[config.mk]
export PLATFORM = sky130hd
export DESIGN_NAME = traffic_ctrl_multi
export DESIGN_NICKNAME = d
export VERILOG_FILES = /design/src/rtl/traffic_pkg.sv /design/src/rtl/traffic_ctrl_multi_phase_timer.sv /design/src/rtl/traffic_ctrl_multi.sv
export SDC_FILE = /design/constraint.sdc
export NUM_CORES = 1
export LEC_CHECK = 0
export ABC_AREA = 0
export BUFFER_PORTS_ARGS = -buffer_cell sky130_fd_sc_hd__buf_2
export CAP_MARGIN = 10
export CORE_MARGIN = 4
export CORE_UTILIZATION = 35
export DETAILED_ROUTE_END_ITERATION = 6
export GPL_TIMING_DRIVEN = 1
export PLACE_DENSITY = 0.55
export SLEW_MARGIN = 20
export SYNTH_ARGS = -nofsm -noshare
export SYNTH_HDL_FRONTEND = slang
export SYNTH_HIERARCHICAL = 1
export SYNTH_SLANG_ARGS = --single-unit
[constraint.sdc]
create_clock -name clk -period 5.61 [get_ports clk]
set_input_delay 0 -clock clk [delete_from_list [all_inputs] [get_ports clk]]
set_output_delay 0 -clock clk [all_outputs]
set_load 0.03 [all_outputs]
[src/rtl/traffic_pkg.sv]
// Shared phase encoding and duration helpers for the traffic controllers.
// The phase encoding stays compatible with the older two-set controller (RED=00, GREEN=01, YELLOW=10).
package traffic_pkg;

    typedef enum logic [1:0] {
        ALL_RED = 2'b00,
        GREEN   = 2'b01,
        YELLOW  = 2'b10,
        FLASH   = 2'b11
    } phase_t;

    function automatic int dur_of(phase_t p, int green_t, int yellow_t, int allred_t);
        case (p)
            GREEN:   return green_t;
            YELLOW:  return yellow_t;
            ALL_RED: return allred_t;
            default: return 0;
        endcase
    endfunction

    // Normal sequencing only; FLASH entry and exit are decided by the controller itself.
    function automatic phase_t next_phase(phase_t p);
        case (p)
            ALL_RED: return GREEN;
            GREEN:   return YELLOW;
            default: return ALL_RED;
        endcase
    endfunction

endpackage

[src/rtl/traffic_ctrl_multi_phase_timer.sv]
// Phase down-counter: load wins over tick, and the counter parks at zero.
// Expire is combinational (tick while cnt==1); no backpressure.
module phase_timer #(
    parameter int TW = 8
) (
    input  logic          clk,
    input  logic          load,
    input  logic [TW-1:0] load_val,
    input  logic          tick,
    output logic [TW-1:0] cnt,
    output logic          expire
);

    always_ff @(posedge clk) begin
        if (load) begin
            cnt <= load_val;
        end else if (tick && (cnt != '0)) begin
            cnt <= cnt - TW'(1);
        end
    end

    assign expire = tick && (cnt == TW'(1));

endmodule

[src/rtl/traffic_ctrl_multi.sv]
// Multi-approach traffic controller with pedestrian walk and maintenance flash.
// Latency: 1 clock from tick/ped_req/flash_en to outputs; no backpressure (inputs sampled every clock).
module traffic_ctrl_multi
    import traffic_pkg::*;
#(
    parameter int N_DIR     = 2,
    parameter int TW        = 8,
    parameter int GREEN_T   = 20,
    parameter int YELLOW_T  = 3,
    parameter int ALLRED_T  = 2,
    parameter int MIN_GREEN = 5,
    localparam int DW       = ($clog2(N_DIR) > 1) ? $clog2(N_DIR) : 1
) (
    input  logic             clk,
    input  logic             rst,
    input  logic             tick,
    input  logic             ped_req,
    input  logic             flash_en,
    output logic [1:0]       phase,
    output logic [DW-1:0]    active_dir,
    output logic [N_DIR-1:0] led_r,
    output logic [N_DIR-1:0] led_y,
    output logic [N_DIR-1:0] led_g,
    output logic             walk,
    output logic [TW-1:0]    time_left,
    output logic             ped_pending
);

    localparam logic [DW-1:0] LAST_DIR = DW'(N_DIR - 1);

    phase_t        phase_q;
    logic [DW-1:0] active_dir_q;
    logic          ped_pending_q;
    logic          blink_q;
    logic          walk_q;

    logic          load;
    logic [TW-1:0] load_val;
    logic          expire;
    logic          ped_eff;

    // A request on this very edge already counts for shortening and walk.
    assign ped_eff = ped_pending_q | ped_req;

    phase_timer #(.TW(TW)) u_timer (
        .clk      (clk),
        .load     (load),
        .load_val (load_val),
        .tick     (tick),
        .cnt      (time_left),
        .expire   (expire)
    );

    always_comb begin
        load     = 1'b0;
        load_val = '0;
        if (rst) begin
            load     = 1'b1;
            load_val = TW'(ALLRED_T);
        end else if (flash_en) begin
            load     = 1'b1;
            load_val = '0;
        end else if (phase_q == FLASH) begin
            load     = 1'b1;
            load_val = TW'(ALLRED_T);
        end else if (expire) begin
            load     = 1'b1;
            load_val = TW'(dur_of(next_phase(phase_q), GREEN_T, YELLOW_T, ALLRED_T));
        end else if ((phase_q == GREEN) && ped_eff && (time_left > TW'(MIN_GREEN))) begin
            load     = 1'b1;
            load_val = TW'(MIN_GREEN);
        end
    end

    always_ff @(posedge clk) begin
        if (rst) begin
            phase_q       <= ALL_RED;
            active_dir_q  <= LAST_DIR;
            ped_pending_q <= 1'b0;
            blink_q       <= 1'b0;
            walk_q        <= 1'b0;
        end else if (flash_en) begin
            phase_q       <= FLASH;
            ped_pending_q <= 1'b0;
            walk_q        <= 1'b0;
            if (phase_q != FLASH) begin
                blink_q <= 1'b0;
            end else if (tick) begin
                blink_q <= ~blink_q;
            end
        end else if (phase_q == FLASH) begin
            // Leaving maintenance: restart as if just after approach N_DIR-1.
            phase_q      <= ALL_RED;
            active_dir_q <= LAST_DIR;
            walk_q       <= 1'b0;
            blink_q      <= 1'b0;
        end else begin
            ped_pending_q <= ped_eff;
            if (expire) begin
                phase_q <= next_phase(phase_q);
                case (phase_q)
                    YELLOW: walk_q <= ped_eff;
                    ALL_RED: begin
                        walk_q       <= 1'b0;
                        active_dir_q <= (active_dir_q == LAST_DIR) ? '0 : active_dir_q + DW'(1);
                        if (walk_q) begin
                            ped_pending_q <= 1'b0;
                        end
                    end
                    default: ;
                endcase
            end
        end
    end

    always_comb begin
        led_r = '0;
        led_y = '0;
        led_g = '0;
        for (int d = 0; d < N_DIR; d++) begin
            led_g[d] = (phase_q == GREEN) && (active_dir_q == DW'(d));
            led_y[d] = ((phase_q == YELLOW) && (active_dir_q == DW'(d))) ||
                       ((phase_q == FLASH) && blink_q);
            led_r[d] = (phase_q != FLASH) && !led_g[d] && !led_y[d];
        end
    end

    assign phase       = phase_q;
    assign active_dir  = active_dir_q;
    assign walk        = walk_q;
    assign ped_pending = ped_pending_q;

endmodule

==> results of run 1 <==
-- timing repair --
| action | 4_1_cts | 5_1_grt |
|---|---|---|
| hold endpoints to repair | 4 | 0 |
| resized for setup | 0 | 0 |
| hold buffers | 2 | 0 |
-- worst paths after layout --
check                               startpoint              to  slack [ps]
worst min register to register            walk            walk         500
worst max-delay path            u_timer/cnt[2]  u_timer/cnt[7]        2760
worst max register to register  u_timer/cnt[2]  u_timer/cnt[7]        2760
worst min-delay path                      tick         blink_q          50
-- registers in the layout (all words and copies together), names as in the netlist --
name / count
u_timer/cnt: 8
phase: 2
walk: 1
ped_pending: 1
blink_q: 1
active_dir: 1
-- logic make-up after synthesis --
logic type,count (synthesis)
AO/OA/AOI/OAI,30
XOR/XNOR,2
adder cells (fa/ha/maj),9
buffers and inverters,14
flip-flops,14
multiplexers,2
other,1
AND/OR/NAND/NOR,53
-- layout by cell type, fill, tap and decap left out, drive strengths merged, types with 2 or more instances in the layout --
cell type,instances
a211o,2
a21o,3
a21oi,11
and2,3
buf,23
clkbuf,4
conb,4
dfxtp,6
dlygate4sd3,2
edfxtp,8
ha,9
inv,9
mux2i,2
nand2,12
nand3,5
nand4b,2
nor2,13
nor2b,4
nor3,3
nor4,2
o21ai,11
or4,2
xnor2,2
-- metrics by stage --
step | std cells | hold slack (ps)
finish | 183 | 48.3
floorplan | 128 | 69.1
detailed placement | 177 | 284
global route | 183 | 32.9
CTS | 183 | 38.3
global placement | 177 | 278
-- worst min-delay path, cell delays in order --
cell and delay, ps:
buf_2 130, nand4b_1 100, a21oi_1 60
-- cells in the mapped netlist --
master	count	area (sq um)
o2111ai_1	1	8.76
dfxtp_1	6	120
nor3_1	3	15.0
or4_1	1	7.51
and3b_2	1	10.0
or4_4	1	11.3
o21ai_0	10	50.1
nand4b_1	2	17.5
o21bai_1	1	7.51
nor4bb_1	1	10.0
clkbuf_1	2	7.51
and2_1	3	18.8
mux2i_1	2	20.0
nand4bb_1	1	11.3
conb_1	1	3.75
a21o_1	3	22.5
nor4_1	1	6.26
ha_1	9	113
o31ai_1	1	7.51
nand2b_1	1	6.26
a211o_1	2	17.5
inv_1	9	33.8
nor2_1	12	45.0
nor4_2	1	12.5
or3_4	1	11.3
buf_6	1	11.3
a21oi_1	11	55.1
nor2_2	1	6.26
or3b_1	1	8.76
edfxtp_1	8	240
nand3_1	5	25.0
nor2b_1	4	25.0
nand2_1	12	45.0
xnor2_1	2	17.5
o21ai_1	1	5.00
nor3b_1	1	7.51
buf_4	2	15.0
-- layout make-up --
class,count,share of cell area
clock buffer,4,0.0213
inverter,9,0.0274
multi-input combinational,100,0.518
sequential,14,0.292
tap,31,0.0314
timing repair buffer,25,0.110
-- where the power goes --
| part | switching [mW] | internal (mW) | total (mW) |
|---|---|---|---|
| Clock | 0.0321 | 0.0276 | 0.0597 |
| Sequential | 0.0156 | 0.120 | 0.135 |
| Combinational | 0.0585 | 0.0323 | 0.0908 |
| Total | 0.106 | 0.180 | 0.286 |
-- layer usage --
metal	routed length, microns	up-vias	track usage
met5	0	-	0
met4	17	0	0.0661
met3	131	2	0.0252
met2	1130	31	0.224
met1	1180	432	0.159
li1	-	486	-
==> results_dict.tcl, run 1 <==
set metrics [dict create \
    grt-ovfl-total 0 \
    worst_pin_slew_ps 545 \
    cpMaxStageDelayCell "nor4_2" \
    synth_cell_types 37 \
    synth_top_family_by_area "simple AND/OR/NAND/NOR gates" \
    status "finished clean" \
    critPathKind "reg -> reg" \
    diodes 0 \
    routabilityCongestion 0.815 \
    cp.arrival_ps 2880 \
    slowest_delay_ps 550 \
    htree_levels 1 \
    synth_compound_area_frac 0.165 \
    place_area_sq_mm 0.00119 \
    routed_wl_microns 2450 \
    pin_count 24 \
    ant_nets 0 \
    setup_ws_ps 2760 \
    worstHoldPathType "in -> reg" \
    path_clk_slew_ps 90 \
    netlist_area_sq_mm 0.00106 \
    post_cts_buffers 0 \
    root_buffer "clkbuf_4" \
    tns_ps 0 \
    grt_pass1_wl_microns 4160 \
    ys_seq_elements 14 \
    worst_setup_path_end_kind "register" \
    row_count 19 \
    finalPower_uw 286 \
    min_path_cells 3 \
    worstSetupStartpointType "register" \
    ff_latch_area_sq_um 360 \
    vias 951 \
    slew-limit-headroom 0.634 \
    path_cells "nor4_2 -> and2_1 -> nor2_1 -> nand2_1 -> nand2b_1 -> a21oi_1 -> or3b_1" \
    syn_inst 125 \
    fp.dieH_microns 62.9 \
    yosysWarnings 6 \
    track_usage 0.133 \
    dpl.hpwl_microns 1840 \
    via_per_inst 5.20 \
    clock_sinks 14 \
    final_nets 167 \
    drv_cap 0 \
    finalHoldViolations 0 \
    irDropWorstVdd_uv 87.6 \
    place_ws_ps 2790 \
    drive_gt1_frac 0.204 \
    initial_core_util 0.373 \
    die_x_microns 62.9 \
    design_area_sq_mm 0.00123 \
    fmax_mhz 351 \
    antenna_found_initial 0 \
    crit_cells 7 \
    dr.pass1.iters 4 \
    synthesis.area_per_instance_sq_um 8.45 \
    nFillCells 280 \
    power.density_mw_per_mm2 232 \
    critPathBufInv 0 \
    setup_viol 0 \
    worst_r2r_path_depth 7 \
    yosysSeqAreaShare 0.341 \
    core-area_sq_mm 0.00283 \
    numCtsBuffers 3 \
    cts_tree "yes" \
    p_leak_nw 0.551 \
    synth_mux_area_frac 0.0190 \
    syn_to_final_growth_pct 16.8 \
    post_drt_wl_per_cell_microns 13.4 \
    cp.required_ps 5640 \
    drt_iter0_drc 48 \
    synthAdderAreaFrac 0.107 \
    grt_setup_unrepaired "no" \
    period_needed_ps 2850 \
    clockBufferDepth 2 \
    fin_crit_sh 0.508 \
    postLayoutCoreUtil 0.436 \
    path_max_fanout 20 \
    port_buffers 23 \
    dieArea_sq_mm 0.00396 \
    skew_ps 5.89 \
    grt_max_degree 21 \
    maxSlewViolCount 0 \
    crit_family "simple AND/OR/NAND/NOR gates" \
    insertion_delay_ps 280 \
    synth-xor-area-share 0.0166 \
    drc 0 \
    grt_pass1_vias 919 \
    yosys.area_share.simple 0.284 \
    multi_input_area_sq_um 639 \
]
Power figures use the tool's default switching activity.
==> run 2: changes to the inputs <==
--- a/config.mk
+++ b/config.mk
@@ -12,7 +12,7 @@
 export CORE_UTILIZATION = 35
 export DETAILED_ROUTE_END_ITERATION = 6
 export GPL_TIMING_DRIVEN = 1
-export PLACE_DENSITY = 0.55
+export PLACE_DENSITY = 0.57
 export SLEW_MARGIN = 20
 export SYNTH_ARGS = -nofsm -noshare
 export SYNTH_HDL_FRONTEND = slang
==> constraint.sdc (replaced) <==
create_clock -name clk -period 2.4 [get_ports clk]
set_input_delay 0 -clock clk [delete_from_list [all_inputs] [get_ports clk]]
set_output_delay 0 -clock clk [all_outputs]
set_load 0.03 [all_outputs]
==> run 2 against run 1 <==
Critical path depth shrank 1. Combinational power grew to 2.7 times the previous value. Clock skew shrank 2.6 ps. First-iteration DRC count shrank 23%. Highest routed layer unchanged.
==> results_dict.tcl, run 2 (synthesis gave the netlist of run 1 again) <==
set metrics [dict create \
    status "finished clean" \
    regMostFlops "u_timer/cnt" \
    diodes 0 \
    worstSetupStartpointType "register" \
    fin_cells 192 \
    rr_endpoint "u_timer/cnt[5]" \
    maxSlewViolCount 0 \
    skew_ps 3.33 \
    vias 966 \
    row_count 19 \
    ant_nets 0 \
    cpMaxStageDelayCell "or4_1" \
    finalHoldViolations 0 \
    grt_setup_unrepaired "no" \
    setup_ws_ps 282 \
    routabilityCongestion 0.806 \
    clockBufferDepth 2 \
    post_cts_buffers 0 \
    period_needed_ps 2120 \
    path_clk_slew_ps 100 \
    grt_pass1_vias 955 \
    critPathKind "reg -> reg" \
    dp_cells 187 \
    dpl.hpwl_microns 1940 \
    place_ws_ps 279 \
    hold_start "flash_en" \
    cts_tree "yes" \
    irDropWorstVdd_uv 249 \
    reg2reg_from "u_timer/cnt[4]" \
    power.density_mw_per_mm2 533 \
    path_max_fanout 10 \
    worstHoldPathType "in -> reg" \
    die_x_microns 62.9 \
    numCtsBuffers 3 \
    htree_levels 1 \
    port_buffers 23 \
    track_usage 0.137 \
    drv_cap 0 \
    hold_end "ped_pending" \
    drc 0 \
    crit_family "simple AND/OR/NAND/NOR gates" \
    critPathBufInv 1 \
    tns_ps 0 \
    antenna_found_initial 0 \
    insertion_delay_ps 280 \
    core-area_sq_mm 0.00283 \
    final_cell_mix "buf_2 (23), nand2_1 (12), nor2_1 (12), a21oi_1 (11)" \
    holdBufCountCts 1 \
    dieArea_sq_mm 0.00396 \
    fmax_mhz 472 \
    via_per_inst 5.03 \
    worst_r2r_path_depth 6 \
    drive_gt1_frac 0.261 \
    nFillCells 286 \
    routed_wl_microns 2490 \
    cp.required_ps 2560 \
    syn_to_final_growth_pct 24.5 \
    grt_max_degree 12 \
    final_nets 176 \
    largest_reg_flops 8 \
    regToRegSetupSlack_ps 280 \
    p_leak_nw 0.599 \
    grt_pass1_wl_microns 4410 \
    mostFrequentLayoutCell "buf_2" \
    grt-ovfl-total 0 \
    setup_viol 0 \
    slowest_delay_ps 520 \
    clock_sinks 14 \
    path_cells "nor4_1 -> a21o_1 -> nand2_1 -> buf_4 -> or4_1 -> nand3_1" \
    post_drt_wl_per_cell_microns 13.0 \
    min_path_cells 2 \
    cts_resized 0 \
    fin_crit_sh 0.882 \
    worst_setup_path_end_kind "register" \
    drt_iter0_drc 37 \
    fp.dieH_microns 62.9 \
    root_buffer "clkbuf_4" \
    dr.pass1.iters 4 \
    initial_core_util 0.373 \
    cp.arrival_ps 2270 \
    pin_count 24 \
]
## run 2: power breakdown
part / internal [mW] / switching (mW)
logic: 0.0965 / 0.153
clock network: 0.0603 / 0.0863
registers: 0.279 / 0.0258
total: 0.436 / 0.265
## run 2: per-layer routing
layer,up-vias,share of wire,global-route usage
li1,505,-,-
met2,16,0.46,0.212
met5,-,0,0
met3,2,0.035,0.0288
met1,443,0.50,0.187
met4,0,0.0076,0.0496
## run 2: area by class of cell
class | count | area (sq um) | share of cell area
sequential | 14 | 360 | 0.274
inverter | 9 | 33.8 | 0.0257
clock inverter | 1 | 3.75 | 0.00285
clock buffer | 3 | 22.5 | 0.0171
timing repair buffer | 34 | 200 | 0.152
multi-input combinational | 100 | 656 | 0.499
tap | 31 | 38.8 | 0.0295
## run 2: how the worst max path moves through the flow
stage | slack, ps | to | from | depth (start not counted)
global route | 150 | u_timer/cnt[5] | u_timer/cnt[4] | 6
detailed placement | 280 | u_timer/cnt[5] | u_timer/cnt[4] | 6
global placement | 360 | u_timer/cnt[5] | u_timer/cnt[4] | 6
CTS | 250 | u_timer/cnt[5] | u_timer/cnt[4] | 6
finish | 280 | u_timer/cnt[5] | u_timer/cnt[4] | 6
floorplan | 50 | u_timer/cnt[5] | u_timer/cnt[1] | 10
## run 2: per-stage QoR
step                      area [sq um]  utilization  hold slack [ps]  power, mW
final                             1320        0.465             13.0      0.701
after global routing              1320        0.465             16.8      0.750
after global placement            1280        0.452              280      0.556
after CTS                         1320        0.465             5.78      0.711
after floorplan                   1090            -             69.1      0.478
after detailed placement          1280        0.452              285      0.561
## run 2: worst reg2reg max path, stage by stage, from the launching register on
cell	delay, ps
edfxtp_1	510
nor4_1	410
a21o_1	190
nand2_1	90
buf_4	180
or4_1	520
nand3_1	90
==> run 3: changes to the inputs <==
--- a/config.mk
+++ b/config.mk
@@ -13,6 +13,7 @@
 export DETAILED_ROUTE_END_ITERATION = 6
 export GPL_TIMING_DRIVEN = 1
 export PLACE_DENSITY = 0.57
+export REMOVE_ABC_BUFFERS = 1
 export SLEW_MARGIN = 20
 export SYNTH_ARGS = -nofsm -noshare
 export SYNTH_HDL_FRONTEND = slang
==> run 3 against run 2 <==
Fmax about the same. Global-route usage shrank 1.0 points. Die area unchanged. Clock-buffer cell count is 1 higher. Critical path depth up 1. Sequential cell count unchanged. Cell area is 2.2% lower. Clock skew rose by 2.5 ps. Largest cell class unchanged.
==> results_dict.tcl, run 3 (synthesis gave the netlist of run 1 again) <==
set metrics [dict create \
    status "finished clean" \
    dr.max_layer_used "met4" \
    via_per_inst 5.22 \
    dp_cells 184 \
    finalPower_uw 711 \
    ff_latch_area_sq_um 360 \
    reg2reg_from "u_timer/cnt[2]" \
    fmax_mhz 472 \
    dr.pass1.iters 4 \
    grt_pass1_vias 970 \
    worstSetupStartpoint "u_timer/cnt[2]" \
    final_cell_mix "buf_2 (23), nand2_1 (12), nor2_1 (12), a21oi_1 (11), o21ai_0 (10)" \
    wl_met1_microns 1130 \
    cpMaxStageDelayCell "edfxtp_1" \
    cp.arrival_ps 2140 \
    path_max_fanout 10 \
    ant_nets 0 \
    die_x_microns 62.9 \
    initial_core_util 0.373 \
    grt_setup_unrepaired "no" \
    regToRegSetupSlack_ps 280 \
    slowest_delay_ps 510 \
    power.density_mw_per_mm2 553 \
    setup_viol 0 \
    path_cells "nor4_2 -> and2_1 -> nor2_1 -> nand2_1 -> nand2b_1 -> a21oi_1 -> or3b_1" \
    row_count 19 \
    clockBufferDepth 2 \
    cp-endpoint "u_timer/cnt[7]" \
    routabilityCongestion 0.767 \
    grt_max_degree 12 \
    routed_wl_microns 2430 \
    irDropWorstVdd_uv 243 \
    critPathKind "reg -> reg" \
    postLayoutCoreUtil 0.455 \
    mostFrequentLayoutCell "buf_2" \
    post_cts_buffers 0 \
    cts_tree "yes" \
    nFillCells 283 \
    tns_ps 0 \
    post_drt_wl_per_cell_microns 12.8 \
    antenna_found_initial 0 \
    htree_levels 1 \
    fin_crit_sh 0.883 \
    multi_input_area_sq_um 639 \
    period_needed_ps 2120 \
    p_leak_nw 0.587 \
    clock_sinks 14 \
    min_path_cells 2 \
    design_area_sq_mm 0.00129 \
    rr_endpoint "u_timer/cnt[7]" \
    syn_to_final_growth_pct 21.8 \
    wl_met2_microns 1170 \
    drc 0 \
    numCtsBuffers 3 \
    drv_cap 0 \
    insertion_delay_ps 280 \
    cp.required_ps 2420 \
    grt_pass1_wl_microns 4120 \
    grt-ovfl-total 0 \
    root_buffer "clkbuf_4" \
    wl_met3_microns 117 \
    largest_reg_flops 8 \
    core-area_sq_mm 0.00283 \
    finalHoldViolations 0 \
    port_buffers 23 \
    worst_setup_path_end_kind "register" \
    place_area_sq_mm 0.00124 \
    pin_count 24 \
    skew_ps 5.80 \
    vias 986 \
    track_usage 0.127 \
    diodes 0 \
    maxSlewViolCount 0 \
    final_nets 173 \
    worstSetupStartpointType "register" \
    dieArea_sq_mm 0.00396 \
    dpl.hpwl_microns 1880 \
    fin_cells 189 \
    regMostFlops "u_timer/cnt" \
    path_clk_slew_ps 90 \
    cts_resized 0 \
    drive_gt1_frac 0.247 \
    worstHoldPathType "in -> reg" \
    holdBufCountCts 1 \
    worst_r2r_path_depth 7 \
    fp.dieH_microns 62.9 \
    drt_iter0_drc 26 \
]
[run 3: cell count changes in the layout (fill, tap and decap cells not counted)]
cell	before	now
clkbuf_8	0	1
nor4_4	1	0
clkinv_1	1	0
a21o_4	1	0
nor4_2	0	1
buf_4	10	7
a21o_1	2	3
[run 3: worst max-delay path, delay by kind of cell (launching register included)]
family	cells	cell delay, ps
AOI/OAI and AO/OA	1	40
DFF	1	510
and+or+nand+nor	6	1300
[run 3: per-layer routing]
| layer | up-vias | GRT usage |
|---|---|---|
| met4 | 0 | 0.0496 |
| met5 | - | 0 |
| met2 | 22 | 0.219 |
| li1 | 502 | - |
| met1 | 460 | 0.148 |
| met3 | 2 | 0.0360 |
[run 3: cell type report]
| cell class | count | share of cell area |
|---|---|---|
| Clock buffer | 4 | 0.0282 |
| Inverter | 9 | 0.0263 |
| Multi-Input combinational cell | 100 | 0.497 |
| Sequential cell | 14 | 0.280 |
| Tap cell | 31 | 0.0302 |
| Timing Repair Buffer | 31 | 0.138 |
[run 3: metrics by stage]
stage / setup WS, ps / hold WS, ps
5_1_grt: 149 / 26.0
3_5_place_dp: 306 / 293
6_report: 280 / 13.1
2_1_floorplan: -204 / 69.1
3_3_place_gp: 310 / 284
4_1_cts: 284 / 16.5
[run 3: how the worst min path moves through the flow]
stage	slack, ps	start	to
finish	10	flash_en	ped_pending
CTS	20	flash_en	ped_pending
global route	30	flash_en	ped_pending
detailed placement	290	rst	phase[1]
global placement	280	rst	phase[0]
floorplan	70	rst	blink_q
[run 3: power breakdown]
| part | internal (mW) | switching, mW | leakage (nW) | total, mW |
|---|---|---|---|---|
| Clock | 0.0922 | 0.0777 | 0.0210 | 0.170 |
| Sequential | 0.279 | 0.0299 | 0.137 | 0.309 |
| Combinational | 0.0869 | 0.145 | 0.430 | 0.232 |
